--- src/rtl/pipelined_addsub.sv ---
// Pipelined add/subtract unit.
// The WIDTH-bit carry chain is cut into STAGES chunks of CW = WIDTH/STAGES
// bits, and each chunk is added in its own register stage. Operand chunks
// that have not been added yet travel down the pipe right-aligned, so every
// stage always adds the low CW bits of its operand registers. Finished
// result chunks accumulate in a per-stage sum register.
//
// Handshake: a bundle moves from one side to the other only when the
// sender's valid and the receiver's ready are both high at a rising clock
// edge. The whole pipe advances as one unit whenever the output register is
// empty or being drained (advance = ~out_valid | out_ready). in_ready is
// that same advance signal, so it is combinational from out_ready.
//
// Legal configurations require WIDTH % STAGES == 0 and 1 <= STAGES <= WIDTH.
module pipelined_addsub #(
   parameter int WIDTH  = 32,
   parameter int STAGES = 4
) (
   input  logic             clk,
   input  logic             reset,
   input  logic             in_valid,
   output logic             in_ready,
   input  logic [WIDTH-1:0] a,
   input  logic [WIDTH-1:0] b,
   input  logic             cin,
   input  logic             sub,
   output logic             out_valid,
   input  logic             out_ready,
   output logic [WIDTH-1:0] y,
   output logic             cout,
   output logic             ovf
);

   localparam int CW = WIDTH / STAGES;

   // Per-stage registers: valid bit, chunk carry, remaining operand bits,
   // operand MSBs for the overflow test, and the partial result.
   logic             v_q   [STAGES];
   logic             c_q   [STAGES];
   logic             am_q  [STAGES];
   logic             bm_q  [STAGES];
   logic [WIDTH-1:0] a_q   [STAGES];
   logic [WIDTH-1:0] bb_q  [STAGES];
   logic [WIDTH-1:0] s_q   [STAGES];
   logic             ovf_q;

   logic             v_d   [STAGES];
   logic             c_d   [STAGES];
   logic             am_d  [STAGES];
   logic             bm_d  [STAGES];
   logic [WIDTH-1:0] a_d   [STAGES];
   logic [WIDTH-1:0] bb_d  [STAGES];
   logic [WIDTH-1:0] s_d   [STAGES];
   logic             ovf_d;

   // Inputs seen by each stage (port side for stage 0, previous stage otherwise).
   logic             v_src  [STAGES];
   logic             c_src  [STAGES];
   logic             am_src [STAGES];
   logic             bm_src [STAGES];
   logic [WIDTH-1:0] a_src  [STAGES];
   logic [WIDTH-1:0] bb_src [STAGES];
   logic [WIDTH-1:0] s_src  [STAGES];

   logic [WIDTH-1:0] bb_in;
   logic             c0_in;
   logic [CW:0]      chunk_sum;
   logic             advance;

   // Subtraction is a + ~b + ~cin, so the core only ever adds.
   assign bb_in = sub ? ~b : b;
   assign c0_in = sub ? ~cin : cin;

   assign advance   = ~v_q[STAGES-1] | out_ready;
   assign in_ready  = advance;
   assign out_valid = v_q[STAGES-1];
   assign y         = s_q[STAGES-1];
   assign cout      = c_q[STAGES-1];
   assign ovf       = ovf_q;

   // Next-state for every stage: add one chunk, shift the operands along.
   always_comb begin
      v_src[0]  = in_valid;
      c_src[0]  = c0_in;
      am_src[0] = a[WIDTH-1];
      bm_src[0] = bb_in[WIDTH-1];
      a_src[0]  = a;
      bb_src[0] = bb_in;
      s_src[0]  = '0;
      for (int k = 1; k < STAGES; k++) begin
         v_src[k]  = v_q[k-1];
         c_src[k]  = c_q[k-1];
         am_src[k] = am_q[k-1];
         bm_src[k] = bm_q[k-1];
         a_src[k]  = a_q[k-1];
         bb_src[k] = bb_q[k-1];
         s_src[k]  = s_q[k-1];
      end
      chunk_sum = '0;
      for (int k = 0; k < STAGES; k++) begin
         chunk_sum = {1'b0, a_src[k][CW-1:0]} + {1'b0, bb_src[k][CW-1:0]}
                   + {{CW{1'b0}}, c_src[k]};
         v_d[k]  = v_src[k];
         c_d[k]  = chunk_sum[CW];
         am_d[k] = am_src[k];
         bm_d[k] = bm_src[k];
         a_d[k]  = a_src[k] >> CW;
         bb_d[k] = bb_src[k] >> CW;
         s_d[k]  = s_src[k];
         s_d[k][k*CW +: CW] = chunk_sum[CW-1:0];
      end
      // Signed overflow: like-signed operands producing an opposite-signed sum.
      ovf_d = (am_src[STAGES-1] == bm_src[STAGES-1]) &&
              (s_d[STAGES-1][WIDTH-1] != am_src[STAGES-1]);
   end

   // Pipeline registers: flush on reset, shift together on advance, else hold.
   always_ff @(posedge clk or posedge reset) begin
      if (reset) begin
         for (int k = 0; k < STAGES; k++) begin
            v_q[k]  <= 1'b0;
            c_q[k]  <= 1'b0;
            am_q[k] <= 1'b0;
            bm_q[k] <= 1'b0;
            a_q[k]  <= '0;
            bb_q[k] <= '0;
            s_q[k]  <= '0;
         end
         ovf_q <= 1'b0;
      end else if (advance) begin
         for (int k = 0; k < STAGES; k++) begin
            v_q[k]  <= v_d[k];
            c_q[k]  <= c_d[k];
            am_q[k] <= am_d[k];
            bm_q[k] <= bm_d[k];
            a_q[k]  <= a_d[k];
            bb_q[k] <= bb_d[k];
            s_q[k]  <= s_d[k];
         end
         ovf_q <= ovf_d;
      end
   end

endmodule

--- config.mk ---
export PLATFORM = sky130hd
export DESIGN_NAME = pipelined_addsub
export DESIGN_NICKNAME = d
export VERILOG_FILES = /design/src/rtl/pipelined_addsub.sv
export SDC_FILE = /design/constraint.sdc
export NUM_CORES = 1
export LEC_CHECK = 0
export CORE_ASPECT_RATIO = 0.8
export CORE_MARGIN = 5
export CORE_UTILIZATION = 56
export DETAILED_ROUTE_END_ITERATION = 10
export HOLD_SLACK_MARGIN = 0.05
export PLACE_DENSITY = 0.84
export SYNTH_ARGS = -nofsm -noshare
export SYNTH_HDL_FRONTEND = slang
export SYNTH_SLANG_ARGS = --single-unit
--- constraint.sdc ---
create_clock -name clk -period 9 [get_ports clk]
set_clock_uncertainty 0.15 [all_clocks]
set_input_delay 1.8 -clock clk [delete_from_list [all_inputs] [get_ports clk]]
set_output_delay 1.8 -clock clk [all_outputs]
set_load 0.02 [all_outputs]
# Word level (Yosys, flattened, before mapping)

Cells that the tools add are included.

Register bits: 191
Bits in latches: 0
Bits in writable memories: 0
ROM bits: 0
Bits of input ports: 70
Output and inout bits: 36
Logic and storage cells: 42
Memories kept: 0

Add/subtract/negate cells: 8
Multipliers: 0
Divide/modulo/power cells: 0
$lt $le $gt $ge: 0
Equal/unequal tests: 2
Shift-type cells: 0
Muxes and demuxes: 2
Bitwise operators: 4
Reduce and logical (&&, ||, !) cells: 1

Operators with widths:

| operator              | count |
|---|---|
| adder 8 x 8 -> 9 bit  | 4 |
| adder 9 x 1 -> 9 bit  | 4 |
| two-way mux 32 bit    | 1 |
| NOT 32 bit            | 1 |
| NOT 1 bit             | 2 |
| equality test 1 bit   | 1 |
| logical AND 1 bit     | 1 |
| two-way mux 1 bit     | 1 |
| inequality test 1 bit | 1 |
| bitwise OR 1 bit      | 1 |

# Longest topological paths before layout

Depth after elaboration: 4
Mapped depth: 11
Gate-level depth less buffers: 9

# Worst setup path after synthesis

Ideal clock, no wire load.

Kind: input -> output
From: input port out_ready
To: output port in_ready
Arrival time: 2.490 ns
Required time: 7.050 ns
Slack: 4.560 ns
Stages: 4
Path buffers: 2
Cells stage by stage: nor2b_1 -> inv_1 -> buf_2 -> buf_1

Word-level cells in the longest chain between the ends: 1

Ends and longest elaborated chain:

| element          | RTL line | RTL |
|---|---|---|
| from (decl)      | 28       | `input logic out_ready,` |
| bitwise OR 1 bit | 74       | `assign advance = ~v_q[STAGES-1] \| out_ready;` |
| to (decl)        | 22       | `output logic in_ready,` |

Every way passes these cells.

# Worst setup path in the final report

Ends and elaborated chain as after synthesis.

==> metrics.txt <==
Worst Hold Slack=312.9 ps; GRT overflow=0; Max Cap Viol=0; fin crit share=0.7015; WP data required=7050 ps; row count=40; CP peak stage delay=830 ps; fraction of layout cells with a size suffix above 1=0.04600; WP data arrival=4360 ps; Hold Fails Final Rpt=0; Hold WC Path Type=reg2reg; final critical-path required period=approximately 6300 ps; number of buffers inserted by port buffering=about 110; Final setup viols=0; Startpoint Class=input port; RSZ-0062 raised after global routing=false; area of the multi-input gates=3497 um2; crit end category=output pin; Sink Count=185; die height=119.2 um; H-tree depth=4; synthesized cell area=8353 um2; initial antenna violation count=0; Slew headroom=0.2960; synthesis-to-layout area growth=20.18%; post-CTS setup buffer count=0; initial drt markers=between 300 and 400; GR Util All Layers=0.1898; CP delay by family, top=buffers and inverters; CP max-delay cell=nor2b_4; core area=14,810 um2; final net count=1,095; final antenna-violating net count=0; CTS tree=done; VDD IR max=0.0001647 V; clk_lat worst skew=420 ps; DRC violations left=0; synthesized flop and latch total=around 190; TritonRoute pass-1 iters=4; clk slew on worst S/H paths=70 ps; Die Width=between 100 and 150 um; Post-Synthesis Cells=905; io pins=106; Seq/Total Area, Yosys=0.5542; CP max FO=88; status=completed; CP most frequent cell=clkdlybuf4s50_1; Yosys cell types=38; total CTS buffers=17; diode count=0; DR vias/cell=~5; HPWL after detailed placement=10,730 um; CTS resizes=0; final wirelength=15,820 um; Leakage=0.004874 uW; Initial Util=0.5639; maximum number of pins on one net before global-route repair=121; Yosys warning count=0; Storage cell area=4629 um2; setup TNS=0 ps; power density cells=around 350 nW/um2; Max Freq=roughly 160 MHz; hold-fix buffers at CTS=0; syn_nets=1,011; first-pass GRT wire length=approximately 27,000 um; Clock Path Buffers=2; Post-Syn Area per Cell=9.230 um2; Fill cells=around 1,200; worst setup path class=in2out; WL/cell=13.30 um; DR vias=6,026; die area=~17,000 um2; vias in the first global route=5,876; worst-margin pin slew=1054 ps; Slew Limit Fails=0; GPL Wtd Cong=0.8192; Buf+Inv Stages, Crit Path=3; CTS root buffer=clkbuf_16; worst-path cell chain=clkdlybuf4s50_1 -> nor2b_4 -> inv_4 -> clkdlybuf4s50_1
-- where the power goes --
| group | leakage, uW | total (uW) | switching (uW) | internal [uW] |
|---|---|---|---|---|
| sequential | 0.00223 | 1420 | 217 | 1200 |
| clock | 0.000267 | 700 | 308 | 393 |
| combinational | 0.00237 | 1360 | 765 | 597 |
-- cells by family (layout without fill, tap and decap cells) --
| family | Yosys count | count (layout) | share of synthesized area |
|---|---|---|---|
| buffers and inverters | 53 | 148 | 0.02801 |
| XOR/XNOR | 48 | 48 | 0.05033 |
| flip-flops | 185 | 185 | 0.5542 |
| adder cells (fa/ha/maj) | 36 | 36 | 0.06111 |
| AO/OA/AOI/OAI | 119 | 119 | 0.08808 |
| AND/OR/NAND/NOR | 464 | 464 | 0.2182 |
-- synth_stat cells, drive strengths merged --
| master | number | area, um2 |
|---|---|---|
| a211oi | 11 | 92.58 |
| a21o | 10 | 75.07 |
| a21oi | 20 | 107.6 |
| a221oi | 3 | 26.28 |
| a311o | 2 | 20.02 |
| a31oi | 2 | 12.51 |
| and2 | 2 | 12.51 |
| buf | 27 | 136.4 |
| clkbuf | 18 | 67.56 |
| dfrtp | 185 | 4629 |
| fa | 8 | 160.2 |
| ha | 28 | 350.3 |
| inv | 8 | 30.03 |
| nand2 | 423 | 1588 |
| nand2b | 1 | 6.260 |
| nand3 | 3 | 15.01 |
| nand3b | 2 | 15.01 |
| nor2 | 17 | 63.81 |
| nor2b | 3 | 33.79 |
| nor3 | 3 | 15.01 |
| nor3b | 6 | 45.04 |
| o211ai | 1 | 7.510 |
| o21a | 7 | 52.55 |
| o21ai | 54 | 270.3 |
| o21bai | 3 | 22.52 |
| o22ai | 1 | 6.260 |
| o31a | 4 | 35.03 |
| o31ai | 1 | 7.510 |
| or2 | 1 | 6.260 |
| or4 | 3 | 22.52 |
| xnor2 | 27 | 236.5 |
| xor2 | 21 | 183.9 |
-- area by class of cell --
type	instances	share of cell area
well taps	189	0.02356
multi-input cells	667	0.3484
flip-flops and latches	185	0.4612
repair buffers	110	0.1079
clock buffers	19	0.04512
inverters	8	0.003989
clock inverters	11	0.009847
-- stage by stage --
step | instance area (um2) | utilization | cells | power, uW | worst slack (ps)
2_1_floorplan | 8353 | - | 905 | 2378 | 2021
6_report | 10040 | 0.6776 | 1189 | 3484 | 2687
5_1_grt | 10040 | 0.6776 | 1189 | 3775 | 2430
4_1_cts | 10040 | 0.6776 | 1189 | 3519 | 2640
3_3_place_gp | 9487 | 0.6404 | 1159 | 2738 | 2655
3_5_place_dp | 9487 | 0.6404 | 1159 | 2808 | 2636
-- flip-flops by register name, summed over array words and instances, names as in the netlist, 3 cells and up --
name	flops
a_d	22
a_q	23
am_d	3
bb_d	22
bb_q	23
bm_d	3
c_q	3
s_d	48
v_d	3
y	32
-- worst reg2reg max path, cell delays in order, from the launching register on --
cell and delay [ps]:
dfrtp_1 370, nor2b_4 860, buf_4 800, buf_4 780
nor3b_1 180, a221oi_1 300, nand3_1 110
-- final timing paths --
check / from / to / slack (ps) / cells after the start
max: out_ready / in_ready / 2690 / 4
min: y[2] / y[2] / 310 / 2
max reg2reg: out_valid / s_d[23] / 5330 / 6
min reg2reg: y[2] / y[2] / 310 / 2
max in group asynchronous: reset / s_d[45] / 5610 / 3
min in group asynchronous: reset / am_d[0] / 1770 / 2
-- per-layer routing --
metal,routed length [um],GRT usage,share of wire
met4,182,0.05464,0.012
met2,7468,0.2975,0.47
met1,7497,0.2658,0.47
met3,669,0.04641,0.042
met5,0,0,0
-- cell usage in the layout, fill, tap and decap left out, types with 3 or more instances in the layout --
master	instances
o21ai_0	48
clkdlybuf4s50_1	104
nand3_1	3
a21o_1	10
a221oi_1	3
or4_1	3
clkinv_2	4
fa_1	8
clkbuf_16	17
a211oi_1	9
nor3b_1	6
o21ai_1	6
o31a_1	4
nand2_1	423
nor2b_4	3
o21a_1	7
xnor2_1	27
o21bai_1	3
dfrtp_1	185
nor2_1	17
ha_1	28
a21oi_1	18
clkinvlp_4	3
inv_1	6
xor2_1	21
nor3_1	3
buf_4	5
(Power assumes the default switching activity.)
